## src/rtl/cache_mem_arbiter_pkg.sv

```systemverilog
// rtl/cache_mem_arbiter_pkg.sv - shared types for the L1 miss-path memory arbiter
package cache_mem_arbiter_pkg;

  localparam int unsigned LINE_W = 256;

  typedef enum logic [1:0] {
    IDLE,
    SERVE_I,
    SERVE_D,
    RESP
  } arb_state_t;

  typedef enum logic {
    OWN_I,
    OWN_D
  } arb_owner_t;

endpackage

```

## src/rtl/cache_mem_arbiter_priority.sv

```systemverilog
// rtl/cache_mem_arbiter_priority.sv - next-owner selection and D-streak update
import cache_mem_arbiter_pkg::*;

module cache_mem_arbiter_priority #(
  parameter int unsigned MAX_D_STREAK = 2
) (
  input  logic       i_req_i,
  input  logic       d_req_i,
  input  logic [2:0] streak_i,
  output logic       grant_o,
  output arb_owner_t owner_o,
  output logic [2:0] streak_o
);

  // D wins until it has taken MAX_D_STREAK grants in a row over a waiting I.
  always_comb begin
    grant_o  = 1'b0;
    owner_o  = OWN_D;
    streak_o = streak_i;
    if (d_req_i && i_req_i) begin
      grant_o = 1'b1;
      if (streak_i < 3'(MAX_D_STREAK)) begin
        owner_o  = OWN_D;
        streak_o = streak_i + 3'd1;
      end else begin
        owner_o  = OWN_I;
        streak_o = '0;
      end
    end else if (d_req_i) begin
      grant_o  = 1'b1;
      owner_o  = OWN_D;
      streak_o = '0;
    end else if (i_req_i) begin
      grant_o  = 1'b1;
      owner_o  = OWN_I;
      streak_o = '0;
    end
  end

endmodule

```

## src/rtl/cache_mem_arbiter.sv

```systemverilog
// rtl/cache_mem_arbiter.sv - shares the cacheline adaptor between I-cache and D-cache misses
import cache_mem_arbiter_pkg::*;

module cache_mem_arbiter #(
  parameter int unsigned ADDR_WIDTH   = 32,
  parameter int unsigned LINE_WIDTH   = LINE_W,
  parameter int unsigned MAX_D_STREAK = 2
) (
  input  logic                  clk,
  input  logic                  rst,
  input  logic                  i_read,
  input  logic [ADDR_WIDTH-1:0] i_addr,
  output logic [LINE_WIDTH-1:0] i_rdata,
  output logic                  i_resp,
  input  logic                  d_read,
  input  logic                  d_write,
  input  logic [ADDR_WIDTH-1:0] d_addr,
  input  logic [LINE_WIDTH-1:0] d_wdata,
  output logic [LINE_WIDTH-1:0] d_rdata,
  output logic                  d_resp,
  output logic                  mem_read,
  output logic                  mem_write,
  output logic [ADDR_WIDTH-1:0] mem_addr,
  output logic [LINE_WIDTH-1:0] mem_wdata,
  input  logic [LINE_WIDTH-1:0] mem_rdata,
  input  logic                  mem_resp
);

  arb_state_t            state_q, state_d;
  logic [2:0]            streak_q, streak_d;
  logic                  mem_read_q, mem_read_d;
  logic                  mem_write_q, mem_write_d;
  logic [ADDR_WIDTH-1:0] mem_addr_q, mem_addr_d;
  logic [LINE_WIDTH-1:0] mem_wdata_q, mem_wdata_d;
  logic [LINE_WIDTH-1:0] i_rdata_q, i_rdata_d;
  logic [LINE_WIDTH-1:0] d_rdata_q, d_rdata_d;
  logic                  i_resp_q, i_resp_d;
  logic                  d_resp_q, d_resp_d;

  logic       grant;
  arb_owner_t next_owner;
  logic [2:0] streak_next;

  cache_mem_arbiter_priority #(
    .MAX_D_STREAK(MAX_D_STREAK)
  ) u_priority (
    .i_req_i (i_read),
    .d_req_i (d_read | d_write),
    .streak_i(streak_q),
    .grant_o (grant),
    .owner_o (next_owner),
    .streak_o(streak_next)
  );

  always_ff @(posedge clk) begin
    if (rst) begin
      state_q     <= IDLE;
      streak_q    <= '0;
      mem_read_q  <= 1'b0;
      mem_write_q <= 1'b0;
      mem_addr_q  <= '0;
      mem_wdata_q <= '0;
      i_rdata_q   <= '0;
      d_rdata_q   <= '0;
      i_resp_q    <= 1'b0;
      d_resp_q    <= 1'b0;
    end else begin
      state_q     <= state_d;
      streak_q    <= streak_d;
      mem_read_q  <= mem_read_d;
      mem_write_q <= mem_write_d;
      mem_addr_q  <= mem_addr_d;
      mem_wdata_q <= mem_wdata_d;
      i_rdata_q   <= i_rdata_d;
      d_rdata_q   <= d_rdata_d;
      i_resp_q    <= i_resp_d;
      d_resp_q    <= d_resp_d;
    end
  end

  always_comb begin
    state_d     = state_q;
    streak_d    = streak_q;
    mem_read_d  = mem_read_q;
    mem_write_d = mem_write_q;
    mem_addr_d  = mem_addr_q;
    mem_wdata_d = mem_wdata_q;
    i_rdata_d   = i_rdata_q;
    d_rdata_d   = d_rdata_q;
    i_resp_d    = 1'b0;
    d_resp_d    = 1'b0;
    unique case (state_q)
      IDLE: begin
        if (grant) begin
          streak_d = streak_next;
          if (next_owner == OWN_D) begin
            // A write wins if both D ops are (illegally) raised together.
            state_d     = SERVE_D;
            mem_write_d = d_write;
            mem_read_d  = ~d_write;
            mem_addr_d  = d_addr;
            mem_wdata_d = d_wdata;
          end else begin
            state_d     = SERVE_I;
            mem_read_d  = 1'b1;
            mem_write_d = 1'b0;
            mem_addr_d  = i_addr;
          end
        end
      end
      SERVE_I: begin
        if (mem_resp) begin
          state_d    = RESP;
          mem_read_d = 1'b0;
          i_rdata_d  = mem_rdata;
          i_resp_d   = 1'b1;
        end
      end
      SERVE_D: begin
        if (mem_resp) begin
          state_d     = RESP;
          mem_read_d  = 1'b0;
          mem_write_d = 1'b0;
          d_rdata_d   = mem_rdata;
          d_resp_d    = 1'b1;
        end
      end
      RESP: begin
        state_d = IDLE;
      end
      default: begin
        state_d = IDLE;
      end
    endcase
  end

  assign mem_read  = mem_read_q;
  assign mem_write = mem_write_q;
  assign mem_addr  = mem_addr_q;
  assign mem_wdata = mem_wdata_q;
  assign i_rdata   = i_rdata_q;
  assign d_rdata   = d_rdata_q;
  assign i_resp    = i_resp_q;
  assign d_resp    = d_resp_q;

  illegal_d_op: assert property (@(posedge clk) disable iff (rst) !(d_read && d_write));

endmodule

```

## config.mk

```make
export PLATFORM = sky130hd
export DESIGN_NAME = cache_mem_arbiter
export DESIGN_NICKNAME = d
export VERILOG_FILES = /design/src/rtl/cache_mem_arbiter_pkg.sv /design/src/rtl/cache_mem_arbiter_priority.sv /design/src/rtl/cache_mem_arbiter.sv
export SDC_FILE = /design/constraint.sdc
export NUM_CORES = 2
export LEC_CHECK = 0
export ABC_AREA = 1
export ABC_CLOCK_PERIOD_IN_PS = 2400
export BUFFER_PORTS_ARGS = -buffer_cell sky130_fd_sc_hd__clkbuf_2
export CORE_AREA = 10 10 524 526
export DETAILED_ROUTE_END_ITERATION = 12
export DIE_AREA = 0 0 534 536
export PLACE_DENSITY = 0.32
export SYNTH_ARGS = -nofsm -noshare
export SYNTH_HDL_FRONTEND = slang
export SYNTH_SLANG_ARGS = --single-unit
```

## constraint.sdc

```tcl
create_clock -name clk -period 2.4 [get_ports clk]
set_input_delay 0.12 -clock clk [delete_from_list [all_inputs] [get_ports clk]]
set_output_delay 0.12 -clock clk [all_outputs]
set_load 0.02 [all_outputs]
```

==> flow_summary_export.csv <==
group,metric,value,unit
floorplan,io_pins,1386,
yosys,yosys-top-cells-area,"dfxtp_1, nor2_1, o21ai_0",
cts,htreeDepth,3,
sta,rsz0062_at_grt,"false",
worst_setup_path,reg2reg_slack,0.07,ns
worst_setup_path,worstPathArrival,3.03,ns
floorplan,start_util,10.7,%
yosys,synth_edf_count,0,
yosys,ys_warn_count,0,
worst_hold_path,hold_class,"in2reg",
yosys,synth_seq_area_share,57.3,%
layout,area_growth,76.1,%
sta,holdWs,0.111,ns
global_routing,grt_usage,15.0,%
floorplan,rows,189,
yosys,ys_types,23,
global_routing,overflow,0,
cts,cts_buffer_depth,4,
global_routing,grt_pass1_vias,33000,
job,max-cap-violations,0,
yosys,synth-seq-cells,809,
cts,cts_sinks,809,
sta,timing.final.crit_share,96.9,%
yosys,async_flop_share,0,%
layout,nets,6233,
worst_setup_path,rr_worst_depth,8,
drt,drc_errors,0,
place,gp_congestion,0.906,
sta,finalSetupTns,0,ns
place,port_buffers,1385,
worst_setup_path,cp-start-kind,"register",
worst_setup_path,reg2reg_from,"streak_q[1]",
pwr,power,60.3,mW
worst_setup_path,crit_start,"streak_q[1]",
sta,fin_crit,2.33,ns
cts,path_clk_slew,0.06,ns
cts,cts-root-buf,"clkbuf_16",
layout,instances_no_fill,9318,
sta,fmax,0.430,GHz
place,detailed_place_hpwl,186000,microns
sta,hold_violations,0,
sta,clock_skew,0.0313,ns
global_routing,grt_max_degree,95,
layout,drive_above_1_share,29.8,%
global_routing,antenna_found_initial,140,
drt,ant_nets,0,
floorplan,die_h,536,microns
drt,avgRoutedWirePerCell,24.4,microns
yosys,synth_ff_type,"dfxtp_1",
sta,drv_slew,0,
worst_setup_path,crit_end,"mem_wdata[176]",
floorplan,die_w,534,microns
worst_setup_path,critPathCaptureType,"register",
pwr,powerDensity,1210,nW/um^2
drt,drt-total-wl,227000,microns
floorplan,coreArea,264000,sq um
drt,vias,33100,
sta,maxSlewHeadroom,50.1,%
sta,worst_slew_pin_slew,0.749,ns
drt,drt_iter0_drc,1772,
pwr,p_leak,21.9,nW
cts,cts_inserted_buffers,114,
sta,setup_violations,0,
drt,via_per_inst,3.55,
cts,cts_tree,"yes",
global_routing,grt_first_pass_wirelength,300000,microns
run_status,status,"completed",
yosys,synth_top_cell_by_area,"dfxtp_1",
worst_setup_path,required,3.10,ns
yosys,yosysTopAreaCellShare,57.3,%
pwr,ir_worst_vdd,962,uV
floorplan,fp.dieArea,286000,sq um
yosys,synthesis.area,28300,sq um
worst_setup_path,critical_path.max_fanout,47,
yosys,syn-num-nets,4262,
yosys,syn_avg_cell_area,7.69,sq um
drt,firstDrtPassIters,5,
worst_setup_path,worstReg2RegEnd,"mem_wdata[176]",
cts,insertion_delay,0.81,ns
place,place_inst,8453,
yosys,synthCells,3675,
worst_setup_path,critPathKind,"reg2reg",
[cells in the mapped netlist, types with 5 or more instances]
cell / n
dfxtp_1: 809
buf_2: 99
o21ai_0: 765
o21ai_1: 6
inv_1: 43
a21oi_1: 5
ha_1: 5
buf_4: 29
nand2_1: 112
nor2_1: 1611
nand3_1: 34
clkbuf_1: 137
buf_1: 5
[layer usage]
metal  routed length (microns)  GRT usage (%)  share of wire (%)  vias to the layer above
li1                          -              -                  -                    15800
met1                     96400           18.5                 42                    15600
met2                    101000           24.1                 45                     1427
met3                     23500           6.20                 10                      305
met4                      5920           3.86                2.6                       68
met5                       431              0               0.19                        -
[cells in the final DEF (no fill, tap or decap), drive strengths merged]
master / Yosys / final
clkbuf: 137 / 1553
inv: 47 / 51
nand3: 34 / 34
o21bai: 1 / 1
or2: 1 / 1
a21boi: 1 / 1
ha: 5 / 5
bufinv: 0 / 2
nand4: 2 / 2
buf: 133 / 134
dfxtp: 809 / 809
diode: 0 / 58
clkinv: 0 / 20
a21oi: 6 / 6
a211oi: 1 / 1
nand2: 114 / 114
clkinvlp: 0 / 4
nor2: 1612 / 1612
o21ai: 771 / 771
dlygate4sd3: 0 / 605
nand3b: 1 / 1
[flip-flops by register name (all words and copies together), names as in the netlist]
signal	cells
d_rdata	256
mem_write	1
d_resp	1
i_rdata	256
i_resp	1
mem_wdata	256
mem_addr	32
state_q	2
streak_q	3
mem_read	1
[worst min path at each step]
| stage | from | endpoint | depth (start not counted) |
|---|---|---|---|
| floorplan | d_wdata[193] | mem_wdata[193] | 2 |
| global placement | d_wdata[111] | mem_wdata[111] | 3 |
| detailed placement | d_wdata[227] | mem_wdata[227] | 3 |
| CTS | d_wdata[107] | mem_wdata[107] | 4 |
| global route | d_wdata[184] | mem_wdata[184] | 4 |
| finish | d_wdata[131] | mem_wdata[131] | 4 |
[kinds of logic (layout without fill, tap and decap cells)]
| family | Yosys count | count (layout) | synth area share [%] |
|---|---|---|---|
| adders and majority gates | 5 | 5 | 0.221 |
| DFF | 809 | 809 | 57.3 |
| AOI/OAI and AO/OA | 780 | 780 | 13.8 |
| buffers and inverters | 317 | 2369 | 5.03 |
| and+or+nand+nor | 1764 | 1764 | 23.6 |
| other | 0 | 58 | 0 |
[layout make-up]
type | count | area (sq um)
Clock inverter | 30 | 251
Multi-Input combinational cell | 2549 | 10700
Sequential cell | 809 | 16200
Antenna cell | 58 | 145
Inverter | 47 | 206
Timing Repair Buffer | 2125 | 14500
Tap cell | 3533 | 4420
Fill cell | 30100 | 214000
Clock buffer | 167 | 3370
[power by group]
group / switching, mW / leakage, nW / internal (mW)
Clock: 6.82 / 1.79 / 9.86
Sequential: 2.07 / 6.64 / 17.0
Combinational: 17.1 / 13.5 / 7.39
Total: 26.0 / 21.9 / 34.3
[metrics by stage]
| step | utilization, % | area (sq um) | worst slack [ns] |
|---|---|---|---|
| after floorplan | - | 28300 | 0.982 |
| after global placement | 15.1 | 39900 | 0.338 |
| after detailed placement | 15.1 | 39900 | 0.332 |
| after CTS | 18.8 | 49600 | 0.0319 |
| after global routing | 18.8 | 49700 | 0.0110 |
| final | 18.9 | 49800 | 0.0734 |
[worst max-delay path, stage by stage, from the launching register on]
cell and delay (ns):
dfxtp_1 0.34, inv_1 0.06, nand2_1 0.05, a21oi_1 0.33, nand2_8 0.25, buf_16 0.26
o21ai_0 0.20, dlygate4sd3_1 0.57, nor2_1 0.04
[timing repair]
item                                   CTS  global route
endpoints found under the hold margin  809             0
hold buffers                           605             0
buffers inserted                         0             4
setup endpoints to repair                0             7
gates resized for setup                  0             2
Note: power is estimated with default switching activity, not from simulation.
